### config.mk
export PLATFORM = sky130hd
export DESIGN_NAME = rv32_fetch_queue
export DESIGN_NICKNAME = d
export VERILOG_FILES = /design/src/rtl/rv32_fetch_queue.sv
export SDC_FILE = /design/constraint.sdc
export NUM_CORES = 1
export LEC_CHECK = 0
export CORE_MARGIN = 3
export CORE_UTILIZATION = 49
export DETAILED_ROUTE_END_ITERATION = 7
export MAX_ROUTING_LAYER = met4
export PLACE_DENSITY = 0.83
export SLEW_MARGIN = 0
export SYNTH_ARGS = -nofsm -noshare
export SYNTH_HDL_FRONTEND = slang
export SYNTH_SLANG_ARGS = --single-unit
### constraint.sdc
create_clock -name clk -period 9.4 [get_ports clk]
set_clock_uncertainty 0.1 [all_clocks]
set_input_delay 1.88 -clock clk [delete_from_list [all_inputs] [get_ports clk]]
set_output_delay 1.88 -clock clk [all_outputs]
set_load 0.005 [all_outputs]
### src/rtl/rv32_fetch_queue.sv
// rv32_fetch_queue: prefetch FIFO between instruction memory and decode.
// Show-ahead head outputs; a redirect flushes the queue and reloads the fetch PC.
module rv32_fetch_queue #(
    parameter logic [31:0] RESET_VECTOR = 32'h00000000,
    parameter int          LOG2_DEPTH   = 2,
    parameter logic [31:0] NOP_INSTR    = 32'h00000013
) (
    input  logic                  clk,
    input  logic                  reset,
    output logic [31:0]           iaddress,
    output logic                  iread,
    input  logic [31:0]           ireaddata,
    input  logic                  iwaitrequest,
    input  logic                  redirect,
    input  logic [31:0]           redirect_pc,
    output logic [31:0]           instr,
    output logic [31:0]           instr_pc,
    output logic                  instr_valid,
    input  logic                  instr_ready,
    output logic [LOG2_DEPTH:0]   level
);
    localparam int DEPTH = 2 ** LOG2_DEPTH;
    localparam logic [LOG2_DEPTH:0] FULL = (LOG2_DEPTH+1)'(DEPTH);
    logic [31:0]           fpc_q, fpc_d;
    logic [LOG2_DEPTH:0]   level_q, level_d;
    logic [LOG2_DEPTH-1:0] rd_q, rd_d, wr_q, wr_d;
    logic [31:0]           pc_mem [DEPTH];
    logic [31:0]           data_mem [DEPTH];
    logic                  push, pop, empty;
    always_comb begin
        iread   = !reset && level_q != FULL;
        push    = iread && !iwaitrequest && !redirect;
        empty   = reset || level_q == '0;
        pop     = !empty && instr_ready && !redirect;
        fpc_d   = redirect ? {redirect_pc[31:2], 2'b00} : push ? fpc_q + 32'd4 : fpc_q;
        level_d = redirect ? '0 : level_q + (LOG2_DEPTH+1)'(push) - (LOG2_DEPTH+1)'(pop);
        wr_d    = redirect ? '0 : wr_q + LOG2_DEPTH'(push);
        rd_d    = redirect ? '0 : rd_q + LOG2_DEPTH'(pop);
    end
    assign iaddress    = fpc_q;
    assign level       = level_q;
    assign instr_valid = !empty;
    assign instr       = empty ? NOP_INSTR : data_mem[rd_q];
    assign instr_pc    = empty ? fpc_q : pc_mem[rd_q];
    always_ff @(posedge clk) begin
        if (reset) begin
            fpc_q   <= RESET_VECTOR;
            level_q <= '0;
            rd_q    <= '0;
            wr_q    <= '0;
        end else begin
            fpc_q   <= fpc_d;
            level_q <= level_d;
            rd_q    <= rd_d;
            wr_q    <= wr_d;
        end
    end
    // storage is never read while empty, so it carries no reset
    always_ff @(posedge clk) begin
        if (push) begin
            pc_mem[wr_q]   <= fpc_q;
            data_mem[wr_q] <= ireaddata;
        end
    end
endmodule
Yosys cells after proc, flatten, opt, wreduce, memory -nomap -nowiden --
Memories as Yosys holds them, arrays and structs flattened. A register that Yosys moved wholly into a read port is not among the register bits. Cells that the tools add are included.
Storage, ports and cells: flip-flop bits (word level) 39, logic and storage cells 34, latch bits 0, memory bits (read-only) 0, memories 2, bits in writable memories 256
Operators by class: shifts and indexed selects 0, add/subtract/negate cells 5, order comparisons 0, divide/modulo/power cells 0, multiplexer cells 8, reduce and logical (&&, ||, !) cells 13, multiply operators 0, equality and inequality tests 1, bitwise gates (word level) 0
Memories:
- data_mem | words 4, width 32, rd ports 1, clocked after memory_dff 1, wr ports 1, line 28 | logic [31:0] data_mem [DEPTH];
- pc_mem | words 4, width 32, rd ports 1, clocked after memory_dff 1, wr ports 1, line 27 | logic [31:0] pc_mem [DEPTH];
Operators by type and width (count):
- $mux 32 | 4
- $add 32x3->32 const B | 1
- $logic_and 1x1->1 | 5
- $add 2x1->2 | 2
- $logic_not 1->1 | 4
- $mux 2 | 2
- $add 3x1->3 | 1
- $logic_not 3->1 | 1
- $ne 3x3->1 const B | 1
- $sub 3x1->3 | 1
- $mux 1 | 2
- $reduce_bool 2->1 | 1
- $reduce_or 2->1 | 1
- $logic_or 1x1->1 | 1

Longest topological paths before layout --
Gate-level depths: netlist of the first run.
depth after elaboration 7, depth in mapped cells 10, mapped depth without buffers 9

Worst setup path after synthesis of the first run --
Ideal clock, no wire load.
kind input-to-reg, from input port reset, to memory data_mem[0][0] (enable), setup time 0.635 ns, stages on the path 3, data arrival time 8.400 ns, setup slack 0.265 ns, cells stage by stage clkbuf_1 -> or3_1 -> nor4_1
On the way: word-level cells in the longest chain between the ends 6
Ends and longest elaborated chain:
- from (decl) | line 9 | input logic reset,
- $logic_not 1->1 | line 31 | iread = !reset && level_q != FULL;
- $logic_and 1x1->1 | line 31
- $logic_and 1x1->1 (2 in a row) | line 32 | push = iread && !iwaitrequest && !redirect;
- $mux 1 | line 60 | if (push) begin
- $mux 1 (not written as such) | line 62 | data_mem[wr_q] <= ireaddata;
- to (decl) | line 28
No other way between the ends.

Worst setup path in the final report of the first run --
from input port reset, to output port instr_pc[28]
On the way: word-level cells in the longest chain between the ends 2
Ends and longest elaborated chain:
- $logic_or 1x1->1 | line 33 | empty = reset || level_q == '0;
- $mux 32 | line 44 | assign instr_pc = empty ? fpc_q : pc_mem[rd_q];
- to (decl) | line 17 | output logic [31:0] instr_pc,
No other way between the ends.

==> results of run 1 <==
layer usage:
metal / vias to the layer above / part of all wire [%] / GRT usage, %
li1: 3037 / - / -
met4: 0 / 1.6 / 3.866
met2: 221 / 49 / 31.81
met5: - / 0 / -
met1: 3356 / 42 / 26.64
met3: 36 / 6.8 / 4.153
logic make-up after synthesis:
logic type | Yosys count | share of synthesized area [%]
DFF | 285 | 69.85
and+or+nand+nor | 167 | 8.368
muxes | 92 | 14.78
buffers and inverters | 55 | 1.985
AOI/OAI and AO/OA | 53 | 3.522
xor gates and xnor gates | 13 | 0.9713
adders and majority gates | 4 | 0.4910
other | 1 | 0.03199
cell usage in the layout (no fill, tap or decap), drive strengths merged, types with 4 or more instances in the layout:
master	instances
xnor2	10
nor4	12
nor3b	5
and3	6
and2	33
nand4	10
or4	5
a2111oi	8
edfxtp	248
conb	4
or3	9
nor2	29
mux2	29
nor3	7
and4	8
dfxtp	37
o21ai	9
clkbuf	46
a211oi	14
a311oi	5
mux4	62
clkdlybuf4s50	162
a221oi	4
clkinv	6
nand3	15
inv	14
nor2b	4
nand2	16
buf	12
power by group through the flow:
| stage | combinational (W) | sequential [W] | clock, W |
|---|---|---|---|
| 4_1_cts | 0.000148 | 0.00143 | 0.00110 |
| 5_1_grt | 0.000158 | 0.00143 | 0.00116 |
| 3_5_place_dp | 0.000147 | 0.00145 | 0 |
| 2_1_floorplan | 0.0000567 | 0.00145 | 0 |
| 3_3_place_gp | 0.000144 | 0.00145 | 0 |
| 6_report | 0.000146 | 0.00143 | 0.00107 |
Yosys cell counts (all sizes together) (4+ instances only):
| cell type | instances | area, um2 |
|---|---|---|
| xnor2 | 10 | 87.58 |
| clkbuf | 28 | 105.1 |
| a211oi | 14 | 105.1 |
| and4 | 8 | 70.07 |
| or3 | 9 | 56.30 |
| nor3b | 5 | 42.54 |
| a311oi | 5 | 43.79 |
| or4 | 5 | 41.29 |
| a221oi | 4 | 35.03 |
| nor2 | 29 | 108.9 |
| o21ai | 9 | 45.04 |
| nand3 | 15 | 80.08 |
| nor2b | 4 | 25.02 |
| nand2 | 16 | 60.06 |
| mux2 | 29 | 326.6 |
| nand4 | 10 | 62.56 |
| nor3 | 7 | 35.03 |
| and2 | 33 | 206.5 |
| mux4 | 62 | 1396 |
| edfxtp | 248 | 7447 |
| inv | 13 | 48.80 |
| buf | 14 | 78.82 |
| nor4 | 12 | 87.58 |
| and3 | 6 | 37.54 |
| dfxtp | 37 | 740.7 |
| a2111oi | 8 | 90.08 |
metrics by stage:
step | total power (W) | hold slack [ns] | setup slack (ns) | util, % | cell area, um2
floorplan | 0.001502 | 0.4002 | 0.2649 | - | 11730
global placement | 0.001595 | 0.4657 | 3.116 | 59.39 | 13690
detailed placement | 0.001600 | 0.4801 | 3.063 | 59.39 | 13690
CTS | 0.002675 | 0.4861 | 3.052 | 63.28 | 14590
global route | 0.002743 | 0.5029 | 2.981 | 63.29 | 14590
finish | 0.002646 | 0.4922 | 3.143 | 63.29 | 14590
state kept, by name (all words and copies together), names as in the netlist:
signal	flops
level	3
data_mem	128
pc_mem	120
wr_q	2
rd_q	2
iaddress	30
layout make-up:
| type | count | share of cell area, % |
|---|---|---|
| timing repair buffer | 174 | 11.71 |
| clock buffer | 46 | 5.686 |
| clock inverter | 8 | 0.4545 |
| sequential | 285 | 56.17 |
| multi-input combinational | 333 | 22.94 |
| tap | 313 | 2.684 |
| inverter | 13 | 0.3344 |
| antenna | 1 | 0.01715 |
worst max path at each step:
| stage | endpoint | slack [ns] | cells past startpoint |
|---|---|---|---|
| floorplan | data_mem[0][0] | 0.26 | 3 |
| global route | instr_pc[18] | 2.98 | 6 |
| finish | instr_pc[28] | 3.14 | 6 |
| detailed placement | instr_pc[27] | 3.06 | 6 |
| global placement | instr_pc[27] | 3.12 | 6 |
| CTS | instr_pc[27] | 3.05 | 6 |
==> results.ini, run 1 <==
[cts]
htreeDepth = 1
hold_buffers = 0
cts_tree = yes
cts_buffers = 29
insertion_delay_ns = 0.54
post_cts_resized = 0
cts_setup_buffers = 0
clock_path_buffers = 3
root_buffer = clkbuf_16
cts_sinks = 285
path_clk_slew_ns = 0.06

[floorplan]
die_h_um = 160.7
die_area_um2 = 25810
start_util_pct = 50.85
die_x_um = 160.7
coreArea_um2 = 23050
row_count = 55
ios = 170

[timing]
timing_hold_violations_final = 0
finalSetupTns_ns = 0
setup_viol = 0
relSlewSlack_pct = 33.24
finalCritPeriodShare_pct = 66.57
maxSlewViolCount = 0
timing.final.crit_period_ns = 6.257
max_freq_ghz = 0.1598
rsz0062_at_grt = false
worstMarginPinSlew_ns = 1.001

[critical_path]
slowest_delay_ns = 0.68
end_kind = primary output
critPathLaunch = reset
rrSetupSlack_ns = 6.07
arrival_ns = 4.28
critical_path_class = input port to primary output
rr_worst_depth = 6
critical_path.cell_chain = buf_2 > buf_4 > nor2_4 > buf_4 > mux2_2 > clkdlybuf4s50_1
startpoint_type = input port
crit_top_cell = buf_4
rr_endpoint = data_mem[2][12]
worstPathMaxFanout = 42
path_buf_inv = 4
cp_top_family = buffers and inverters
cp_slowest_cell = nor2_4
r2r_start = level[2]
required_ns = 7.42

[min_path]
min_to = pc_mem[3][25]
hp-class = flop to flop
hp-start = iaddress[25]
hold_path_depth = 0

[global_route]
grt_pass1_vias = 6753
grt_pass1_wl_mm = 39.05
overflow = 0
grt_usage_pct = 19.78
grt_max_degree = 64
antenna_found_initial = 1

[layout]
n_fill_cell = 1621
drive_gt1_share_pct = 18.39
multiInputGateArea_um2 = 3347
syn2layout_area_growth_pct = 24.46
seqCellArea_um2 = 8195
layout.nets = 909
final_cells = 1173

[power]
combPwrFrac_pct = 5.5
power_frac_clock_pct = 40.6
sw_frac_of_total_pct = 20.06
pwr_density_cell_nw_per_um2 = 181.4
p_sw_w = 0.0005308
p_int_w = 0.002116
p_seq_share_pct = 53.9
p_leak_nw = 4.665
peakVddDrop_mv = 0.1658

[synth]
ys.flop_type = edfxtp_1
ys_seq_elements = 285
synth-seq-area-share_pct = 69.85
async_flop_share_pct = 0
ys_warn_count = 0
synth_area_um2 = 11720
yosys.cell_types.count = 54
synth_edf_count = 248
synth_cells = 670
avgSynthCellArea_um2 = 17.50

[detailed_routing]
routedWlPerCell_um = 21.19
detail-route-antenna-nets = 0
drtIter0Drc = 475
viasPerCell = 5.669
wl_mm = 24.85
vias = 6650
drt_first_pass_iters = 5
drc = 0

[place]
place_inst = 1118
io_buffers = 163
dpl.hpwl_mm = 15.48
place_congestion = 0.7913

[run]
maxCapViolCount = 0

[outcome]
status = finished, final reports clean

Power figures use the tool's default switching activity.
==> run 2: changes to the inputs <==
Clock period 9.4 ns to 5.66 ns, I/O delays scaled along.
==> run 2 against run 1 <==
Combinational power up 66%; non-clock buffer count down 1; via count up 1.3%; highest routed layer unchanged.
==> results.ini, run 2 (synthesis gave the netlist of run 1 again) <==
[outcome]
status = finished, final reports clean

[power]
combPwrFrac_pct = 5.5
sw_frac_of_total_pct = 19.89
pwr_density_cell_nw_per_um2 = 300.0
peakVddDrop_mv = 0.2341
power_frac_clock_pct = 40.5
p_leak_nw = 4.669
finalPower_w = 0.004390
p_int_w = 0.003517
p_sw_w = 0.0008731
p_seq_share_pct = 54.0

[cts]
path_clk_slew_ns = 0.06
cts_tree = yes
cts_buffers = 29
htreeDepth = 1
cts_setup_buffers = 0
root_buffer = clkbuf_16
cts_sinks = 285
post_cts_resized = 0
clock_path_buffers = 3
insertion_delay_ns = 0.52
hold_buffers = 0

[timing]
worstMarginPinSlew_ns = 1.321
rsz0062_at_grt = false
maxSlewViolCount = 0
finalCritPeriodShare_pct = 75.55
timing_hold_violations_final = 0
max_freq_ghz = 0.2339
finalSetupTns_ns = 0
relSlewSlack_pct = 11.19
setup_viol = 0
timing.final.crit_period_ns = 4.276

[place]
dpl.hpwl_mm = 15.09
place_congestion = 0.8179
io_buffers = 163

[min_path]
hold_path_depth = 0
hp-class = flop to flop

[floorplan]
die_x_um = 160.7
die_h_um = 160.7
die_area_um2 = 25810
start_util_pct = 50.85
ios = 170
coreArea_um2 = 23050
row_count = 55

[critical_path]
path_buf_inv = 2
worst-path-stages = 4
arrival_ns = 3.04
worstPathMaxFanout = 38
rr_worst_depth = 5
end_kind = primary output
cp_top_family = flip-flops
cp_slowest_cell = dfxtp_4
required_ns = 4.43
critical_path_class = flop to primary output
slowest_delay_ns = 0.86
critical_path.cell_chain = buf_12 > mux4_2 > mux2_2 > clkdlybuf4s50_1
startpoint_type = flop

[layout]
layout_common_cells = edfxtp_1, clkdlybuf4s50_1, mux4_2
diodes = 0
layout.nets = 908
drive_gt1_share_pct = 18.55
post-route-util_pct = 63.48
n_fill_cell = 1600
final_common_cell = edfxtp_1
top_register = data_mem
largest_register_ffs = 128
syn2layout_area_growth_pct = 24.85

[global_route]
grt_pass1_wl_mm = 40.27
grt_max_degree = 64
antenna_found_initial = 0
grt_pass1_vias = 7085
overflow = 0
grt_usage_pct = 20.27

[detailed_routing]
detail-route-antenna-nets = 0
drt_first_pass_iters = 5
routedWlPerCell_um = 21.39
drtIter0Drc = 626
wl_mm = 25.02
vias = 6736
drc = 0
viasPerCell = 5.757

[run]
maxCapViolCount = 0

-- run 2: cell count changes in the layout (fill, tap and decap cells not counted), sizes merged --
cell and delta:
clkbuf -5, clkinvlp +2, diode -1, buf -1, clkinv +3, inv -1
-- run 2: per-layer routing --
layer	global-route usage [%]	vias to the layer above	routed length, um
li1	-	3044	-
met1	27.01	3416	10500
met3	3.817	49	1636
met5	-	-	0
met2	32.74	227	12280
met4	4.970	0	612
-- run 2: path summary, 6_finish.rpt --
check / startpoint / to / slack, ns
worst max-delay path: rd_q[0] / instr_pc[7] / 1.38
worst min register to register: iaddress[20] / pc_mem[2][20] / 0.49
worst max register to register: iaddress[3] / iaddress[12] / 2.55
worst min-delay path: iaddress[20] / pc_mem[2][20] / 0.49
-- run 2: area by class of cell --
type / instances / area [um2] / share of cell area (%)
Clock buffer: 41 / 820.8 / 5.608
Sequential cell: 285 / 8195 / 56.00
Clock inverter: 12 / 83.83 / 0.5728
Timing Repair Buffer: 173 / 1739 / 11.88
Tap cell: 313 / 391.6 / 2.676
Multi-Input combinational cell: 333 / 3356 / 22.93
Inverter: 13 / 48.80 / 0.3334
-- run 2: worst register-to-register path, cell delays in order, from the launching register on --
cell	delay [ns]
dfxtp_1	0.49
ha_1	0.20
or3b_1	0.48
nor4_2	1.13
a211oi_1	0.22
a2111oi_2	0.39
-- run 2: through the flow --
stage | setup slack (ns) | area [um2] | std cells | hold slack, ns
floorplan | 0.5362 | 11750 | 673 | 0.4002
global placement | 1.584 | 13730 | 1117 | 0.4692
detailed placement | 1.543 | 13730 | 1117 | 0.4816
CTS | 1.260 | 14640 | 1170 | 0.4935
global route | 1.159 | 14640 | 1170 | 0.5082
finish | 1.384 | 14640 | 1170 | 0.4912
-- run 2: power groups by stage --
stage / Combinational (W) / Sequential [W] / Clock (W)
after global placement: 0.000240 / 0.00241 / 0
final: 0.000243 / 0.00237 / 0.00178
after CTS: 0.000246 / 0.00237 / 0.00182
after global routing: 0.000263 / 0.00238 / 0.00191
after detailed placement: 0.000243 / 0.00241 / 0
after floorplan: 0.0000948 / 0.00240 / 0
==> run 3: changes to the inputs <==
Clock period 5.66 ns to 3.59 ns, I/O delays scaled along.
==> run 3 against run 2 <==
Worst setup slack lost 1.2 ns; sequential cell count is the same; clock power grew 82%; count of clock-buffer cells in the layout shrank 6; final area grew 2.5%; critical path depth is the same; sequential share of layout area shrank 1.4 points; combinational power grew 61%; sequential power grew 58%; die area is the same; first-iteration DRC count grew 0.48%; critical path type unchanged; critical endpoint is now instr_pc[27]; largest cell class unchanged; largest power group unchanged.
==> results.ini, run 3 (synthesis gave the netlist of run 1 again) <==
[timing]
timing_hold_violations_final = 0
fin_hold_ws_ns = 0.4862
finalSetupTns_ns = 0
setup_viol = 0
rsz0062_at_grt = false
finalCritPeriodShare_pct = 94.02
timing.final.crit_period_ns = 3.375
max_freq_ghz = 0.2963
maxSlewViolCount = 0

[critical_path]
r2r_start = iaddress[3]
critPathLaunch = rd_q[1]
required_ns = 2.77
arrival_ns = 2.56
startpoint_type = flop
end_kind = primary output
rrSetupSlack_ns = 1.05
critical_path_class = flop to primary output
worstPathMaxFanout = 31

[place]
place_congestion = 0.8151
dpl.hpwl_mm = 15.83
io_buffers = 163

[global_route]
grt_pass1_wl_mm = 39.98
grt_usage_pct = 20.32
overflow = 0
grt_max_degree = 63
grt_pass1_vias = 7029
antenna_found_initial = 1

[cts]
cts_tree = yes
cts_buffers = 29
path_clk_slew_ns = 0.07
clock_path_buffers = 3
cts_sinks = 285
htreeDepth = 1
root_buffer = clkbuf_16
insertion_delay_ns = 0.53
hold_buffers = 0

[detailed_routing]
drt_first_pass_iters = 5
wl_mm = 25.48
viasPerCell = 5.701
routedWlPerCell_um = 21.37
detail-route-antenna-nets = 0
drc = 0
drtIter0Drc = 629
vias = 6796

[floorplan]
die_area_um2 = 25810
coreArea_um2 = 23050
die_x_um = 160.7
start_util_pct = 50.85
ios = 170
die_h_um = 160.7
row_count = 55

[layout]
top_register = data_mem
drive_gt1_share_pct = 21.32
syn2layout_area_growth_pct = 27.93
final_common_cell = edfxtp_1
largest_register_ffs = 128
layout.nets = 927
layout_common_cells = edfxtp_1, clkdlybuf4s50_1, mux4_2

[outcome]
status = finished, final reports clean

[min_path]
hp-start = iaddress[10]
hp-class = flop to flop

[power]
p_leak_nw = 4.852
pwr_density_cell_nw_per_um2 = 491.2
peakVddDrop_mv = 0.4031

[run]
maxCapViolCount = 0

-- run 3: power by group --
group          switching (W)  internal, W  total [W]  leakage (nW)
clock network        0.00122      0.00201    0.00324         0.504
logic               0.000151     0.000241   0.000392          1.77
registers          0.0000790      0.00366    0.00374          2.57
total                0.00145      0.00591    0.00737          4.85
-- run 3: path summary, 6_finish.rpt --
check / end / cells after the start
max: instr_pc[27] / 4
min: pc_mem[0][10] / 0
max reg2reg: iaddress[16] / 5
min reg2reg: pc_mem[0][10] / 0
-- run 3: per-stage QoR --
step	cells	area (um2)	power [W]	setup WS, ns	utilization [%]
6_report	1192	15000	0.007367	0.2147	65.05
5_1_grt	1191	14990	0.007610	0.1056	65.04
4_1_cts	1185	14950	0.007425	0.02279	64.85
3_5_place_dp	1131	13900	0.004200	0.3836	60.31
3_3_place_gp	1131	13900	0.004185	0.4246	60.31
2_1_floorplan	673	11790	0.003933	-0.2489	-
-- run 3: worst max-delay path, cell delays in order, from the launching register on --
cell,delay [ns]
dfxtp_4,0.67
buf_12,0.27
mux4_2,0.35
mux2_2,0.28
clkdlybuf4s50_1,0.45
-- run 3: final cells by class --
type	instances	area [um2]
tap	313	391.6
clock inverter	19	287.8
antenna	2	5.005
inverter	13	48.80
fill	1580	8056
timing repair buffer	192	1944
multi-input combinational	333	3366
sequential	285	8195
clock buffer	35	758.2
-- run 3: what timing repair did --
action,4_1_cts,5_1_grt
endpoints found under the setup margin,0,18
buffers inserted,0,5
gates resized for setup,0,1
-- run 3: layer usage --
layer / wire [um] / track usage [%]
met1: 10560 / 26.60
met2: 12750 / 33.58
met3: 1774 / 4.024
met4: 386 / 4.181
met5: 0 / -
